## config.mk

```make
export PLATFORM = sky130hd
export DESIGN_NAME = pipelined_adder
export DESIGN_NICKNAME = d
export VERILOG_FILES = /design/src/rtl/pipelined_adder.sv
export SDC_FILE = /design/constraint.sdc
export NUM_CORES = 1
export LEC_CHECK = 0
export CAP_MARGIN = 40
export CORE_UTILIZATION = 25
export DETAILED_ROUTE_END_ITERATION = 12
export DONT_BUFFER_PORTS = 1
export GPL_TIMING_DRIVEN = 0
export PLACE_DENSITY = 0.49
export SLEW_MARGIN = 20
export SYNTH_ARGS = -nofsm -noshare
export SYNTH_HDL_FRONTEND = slang
export SYNTH_SLANG_ARGS = --single-unit
```

## constraint.sdc

```tcl
create_clock -name Clk -period 2.5 [get_ports Clk]
set_input_delay 0.75 -clock Clk [delete_from_list [all_inputs] [get_ports Clk]]
set_output_delay 0.75 -clock Clk [all_outputs]
set_load 0.01 [all_outputs]
```

## src/rtl/pipelined_adder.sv

```systemverilog
// pipelined_adder
//   Parametrised add/subtract unit split into STAGES pipeline stages, each
//   adding one WIDTH/STAGES-bit slice with the carry rippled through the
//   stage registers. Valid/ready handshake with back-pressure; all stages
//   hold (bubbles included) while the output beat is not taken.
//
//   Optional feature macro: PIPELINED_ADDER_SAT_EN
//     defined   - on signed overflow Sum saturates to max positive / min
//                 negative (chosen by A[MSB]); Overflow and CarryOut stay raw.
//     undefined - Sum is always the wrapped result.
//
// Parameters
//   WIDTH   operand/result width (must be divisible by STAGES)
//   STAGES  pipeline depth; latency is STAGES cycles
//
// Ports
//   Clk       clock, rising edge
//   Rst       asynchronous active-low reset
//   InValid   operand beat valid
//   InReady   unit accepts a beat this cycle
//   A, B      operands
//   Sub       1 = A - B, 0 = A + B
//   OutValid  result valid
//   OutReady  downstream accepts the result
//   Sum       result
//   CarryOut  carry out of the MSB (subtract: 1 = no borrow)
//   Overflow  two's-complement overflow
//   Zero      Sum == 0 (of the value actually output)
module pipelined_adder #(
    parameter int unsigned WIDTH  = 32,
    parameter int unsigned STAGES = 4
) (
    input  logic             Clk,
    input  logic             Rst,
    input  logic             InValid,
    output logic             InReady,
    input  logic [WIDTH-1:0] A,
    input  logic [WIDTH-1:0] B,
    input  logic             Sub,
    output logic             OutValid,
    input  logic             OutReady,
    output logic [WIDTH-1:0] Sum,
    output logic             CarryOut,
    output logic             Overflow,
    output logic             Zero
);

    localparam int unsigned S = WIDTH / STAGES;

    logic             en;
    logic             out_valid_q;
    logic [WIDTH-1:0] sum_q;
    logic             carry_q;
    logic             ovf_q;
    logic             zero_q;

    // Inputs seen by each stage: stage 0 from the ports, stage k from the
    // registers of stage k-1. Operands travel full-width alongside the
    // partially built sum.
    logic [WIDTH-1:0] a_in [STAGES];
    logic [WIDTH-1:0] b_in [STAGES];
    logic [WIDTH-1:0] s_in [STAGES];
    logic             c_in [STAGES];
    logic             v_in [STAGES];

    assign en      = !out_valid_q || OutReady;
    assign InReady = en;

    assign a_in[0] = A;
    assign b_in[0] = Sub ? ~B : B;
    assign s_in[0] = '0;
    assign c_in[0] = Sub;
    assign v_in[0] = InValid && en;

    for (genvar k = 0; k < STAGES; k++) begin : g_stage
        logic [S:0]       slice_sum;
        logic [WIDTH-1:0] sum_d;

        assign slice_sum = {1'b0, a_in[k][k*S +: S]}
                         + {1'b0, b_in[k][k*S +: S]}
                         + {{S{1'b0}}, c_in[k]};

        always_comb begin
            sum_d              = s_in[k];
            sum_d[k*S +: S]    = slice_sum[S-1:0];
        end

        if (k < STAGES - 1) begin : g_mid
            logic [WIDTH-1:0] a_q;
            logic [WIDTH-1:0] b_q;
            logic [WIDTH-1:0] s_q;
            logic             c_q;
            logic             v_q;

            always_ff @(posedge Clk or negedge Rst) begin
                if (!Rst) begin
                    a_q <= '0;
                    b_q <= '0;
                    s_q <= '0;
                    c_q <= 1'b0;
                    v_q <= 1'b0;
                end else if (en) begin
                    a_q <= a_in[k];
                    b_q <= b_in[k];
                    s_q <= sum_d;
                    c_q <= slice_sum[S];
                    v_q <= v_in[k];
                end
            end

            assign a_in[k+1] = a_q;
            assign b_in[k+1] = b_q;
            assign s_in[k+1] = s_q;
            assign c_in[k+1] = c_q;
            assign v_in[k+1] = v_q;
        end else begin : g_last
            logic             raw_ovf;
            logic [WIDTH-1:0] res_d;

            assign raw_ovf = (a_in[k][WIDTH-1] == b_in[k][WIDTH-1])
                          && (sum_d[WIDTH-1] != a_in[k][WIDTH-1]);

`ifdef PIPELINED_ADDER_SAT_EN
            always_comb begin
                res_d = sum_d;
                if (raw_ovf) begin
                    res_d = a_in[k][WIDTH-1] ? {1'b1, {(WIDTH-1){1'b0}}}
                                             : {1'b0, {(WIDTH-1){1'b1}}};
                end
            end
`else
            assign res_d = sum_d;
`endif

            // Final stage doubles as the output register; flags come from
            // the complete sum, Zero from the value actually presented.
            always_ff @(posedge Clk or negedge Rst) begin
                if (!Rst) begin
                    out_valid_q <= 1'b0;
                    sum_q       <= '0;
                    carry_q     <= 1'b0;
                    ovf_q       <= 1'b0;
                    zero_q      <= 1'b0;
                end else if (en) begin
                    out_valid_q <= v_in[k];
                    sum_q       <= res_d;
                    carry_q     <= slice_sum[S];
                    ovf_q       <= raw_ovf;
                    zero_q      <= (res_d == '0);
                end
            end
        end
    end

    assign OutValid = out_valid_q;
    assign Sum      = sum_q;
    assign CarryOut = carry_q;
    assign Overflow = ovf_q;
    assign Zero     = zero_q;

endmodule

```

==> results.tsv <==
stage	metric	value	unit
critical_path	Worst setup SP type	flip-flop	
job	Max-Cap Viols	0	
detailed_routing	Post-DRT Antenna Nets	0	
timing	PnR worst setup slack	95.05	ps
critical_path	critical path type	reg -> out	
final_layout	n_diodes	0	
timing	RSZ-0062 raised after global routing	false	
clock_tree	CTS Buf Count	17	
synthesis	Mapped Avg Cell Area	9.088	sq um
detailed_routing	Vias/cell	4.230	
timing	measured slew at the worst slew-check pin	830.3	ps
timing	highest clock rate	0.4158	GHz
detailed_routing	WL per Instance	16.08	um
critical_path	Reg2Reg Launch Point	g_stage[2].g_mid.b_q[24]	
floorplanning	chip height	185.5	um
grt	total track usage	0.1386	
final_layout	Design Area, Final	0.009607	sq mm
synthesis	Syn. warnings	0	
critical_path	Crit Path Max Fanout	19	
floorplanning	Placement Rows	66	
clock_tree	clock sinks	186	
power	PwrDens	1288	mW/mm^2
floorplanning	Chip Width	185.5	um
detailed_routing	Post-Route WL	22560	um
final_layout	Area growth syn-to-layout	14.15	%
synthesis	Yosys top cell area share	0.5531	
detailed_routing	DRC viols	0	
synthesis	Synth Instances	926	
synthesis	Synth Cell Area	0.008416	sq mm
timing	final critical-path required period	2405	ps
clock_tree	CTS clock-pin slew for the worst setup and hold paths	70	ps
critical_path	crit path capture	InReady	
critical_path	Worst Reg-to-Reg Cells	9	
grt	first-pass GRT wire length	35410	um
final_layout	commonest cells after routing, fill and taps aside	nand2_1, dfrtp_1, o21ai_0, xnor2_1, ha_1	
grt	vias in the first global route	6138	
synthesis	Synth Net Count	1030	
final_layout	fillers	3587	
clock_tree	CTS tree	built	
synthesis	synth top area cells	dfrtp_1, nand2_1, ha_1	
power	IR drop worst, VDD	0.0006468	V
detailed_routing	via count	5935	
timing	relative slew slack	0.4446	
final_layout	share of cells above drive strength 1	0.06035	
clock_tree	Clock Path Buffers	2	
place	GPL Wtd Cong	0.8034	
timing	Period Utilization, post-route	0.9620	
synthesis	asr flop ratio synth	1.000	
place	dpl ws	-499.6	ps
place	Placed Area	0.008989	sq mm
final_layout	Sequential cell area	0.004654	sq mm
timing	final hold vios	0	
critical_path	Required @ worst endpoint	1750	ps
detailed_routing	Iter 0 DRT Violations	414	
grt	antenna violations before repair	0	
run_status	outcome	completed	
critical_path	CP Data Arrival Time	1650	ps
final_layout	area of the multi-input gates	0.003531	sq mm
critical_path	critical path endpoint category	output port	
synthesis	cell taking the most area after synthesis	dfrtp_1	
clock_tree	worst-skew pair later-pin latency	450	ps
floorplanning	Initial Util	0.2561	
synthesis	EDFF count, synth	0	
clock_tree	htree depth	4	
critical_path	Crit Reg-Reg Endpoint	Zero	
critical_path	reg-to-reg slack, setup	170	ps
grt	total global routing overflow	0	
synthesis	Seq/Total Area, Yosys	0.5531	
place	Detail Placement HPWL	16460	um
critical_path	CP startpoint	OutValid	
power	Leak	4.609	nW
final_layout	# nets final	1052	
hold_path	HP Class	in -> async	
timing	final setup vio count	0	
synthesis	flops & latches, synth	186	
timing	Layout Skew	22.56	ps
floorplanning	DIE AREA	0.03440	sq mm
place	IO buf count	0	
final_layout	leading cell type in the layout, fill and taps excluded	nand2_1	
floorplanning	core area	0.03287	sq mm
floorplanning	IO Pins	106	
synthesis	count of cell types in the netlist	43	
grt	largest net degree at the start of global routing	187	
detailed_routing	Pre-antenna DRT Iters	5	
synthesis	Synth Flop Type	dfrtp_1	
clock_tree	Root Driver	clkbuf_16	
timing	Slew Limit Fails	0	
[cell families after synthesis]
logic type	share of synthesized area
adders and majority gates	0.05828
AOI/OAI and AO/OA	0.08311
DFF	0.5531
buffers and inverters	0.03048
xor gates and xnor gates	0.04981
and+or+nand+nor	0.2239
muxes	0.001338
[report_power, final]
group / internal [mW] / total [mW] / switching, mW
registers: 4.34 / 5.44 / 1.10
logic: 1.75 / 4.33 / 2.58
clock network: 1.31 / 2.60 / 1.29
total: 7.41 / 12.4 / 4.96
[Yosys cell counts (2+ instances only)]
master,count
and3b_1,2
nor4_1,6
a211oi_2,2
xnor2_1,34
fa_1,7
xor2_1,12
a211oi_1,3
nand4_1,2
nor2b_1,3
a21boi_0,2
o211a_1,2
nor2_1,27
or3_1,2
a21o_1,4
ha_1,28
nand2_1,424
nand2b_1,2
dfrtp_1,186
o21a_1,7
buf_1,4
clkbuf_1,27
buf_2,12
nor3_1,11
o21bai_1,5
inv_1,19
o21ai_1,4
o31ai_1,9
o21ai_0,47
a31oi_1,3
a21oi_1,17
[critical path, stage by stage, from the launching register on]
cell and delay (ps):
dfrtp_1 430, nor2b_4 170, buf_4 180, inv_4 200, buf_6 220
[how the worst min path moves through the flow]
stage	from	endpoint	slack [ps]	depth (start not counted)
floorplan	g_stage[2].g_mid.v_q	g_stage[2].g_mid.v_q	430	2
detailed placement	g_stage[2].g_mid.v_q	g_stage[2].g_mid.v_q	450	2
CTS	Rst	g_stage[0].g_mid.b_q[17]	-9	0
finish	Rst	g_stage[0].g_mid.a_q[9]	20	0
global route	Rst	g_stage[0].g_mid.a_q[9]	2	0
global placement	g_stage[2].g_mid.v_q	g_stage[2].g_mid.v_q	440	2
[metrics by stage]
| step | power (mW) | hold slack (ps) | TNS, ps | cells | utilization |
|---|---|---|---|---|---|
| 5_1_grt | 13.43 | 2.240 | 0 | 1403 | 0.2923 |
| 6_report | 12.37 | 21.99 | 0 | 1403 | 0.2923 |
| 3_5_place_dp | 9.883 | 447.3 | -10680 | 1368 | 0.2735 |
| 2_1_floorplan | 8.430 | 430.0 | 0 | 926 | - |
| 3_3_place_gp | 9.793 | 440.9 | -9402 | 1368 | 0.2735 |
| 4_1_cts | 12.53 | -9.461 | 0 | 1399 | 0.2909 |
[state kept, by name, summed over array words and instances (netlist names)]
name               flops
Sum                   32
CarryOut               1
Zero                   1
g_stage.g_mid.s_q     48
g_stage.g_mid.b_q     48
g_stage.g_mid.v_q      3
Overflow               1
g_stage.g_mid.c_q      3
g_stage.g_mid.a_q     48
OutValid               1
[layout make-up]
| class | instances | area share |
|---|---|---|
| flip-flops and latches | 186 | 0.4845 |
| multi-input cells | 676 | 0.3675 |
| well taps | 442 | 0.05757 |
| clock buffers | 17 | 0.04428 |
| plain buffers | 43 | 0.02006 |
| clock inverters | 15 | 0.01381 |
| inverters | 20 | 0.008075 |
| repair buffers | 4 | 0.004168 |
[repair_timing]
item | in CTS | in global routing
buffers inserted | 0 | 0
hold endpoints to repair | 82 | 1
resized for setup | 6 | 1
setup endpoints to repair | 2 | 1
[layer usage]
| layer | part of all wire | vias up | global-route usage |
|---|---|---|---|
| li1 | - | 3010 | - |
| met1 | 0.45 | 2814 | 0.1768 |
| met2 | 0.47 | 99 | 0.2243 |
| met3 | 0.065 | 12 | 0.04089 |
| met4 | 0.0081 | 0 | 0.04364 |
| met5 | 0 | - | 0 |
No activity file was read; power rests on OpenSTA's default activity.
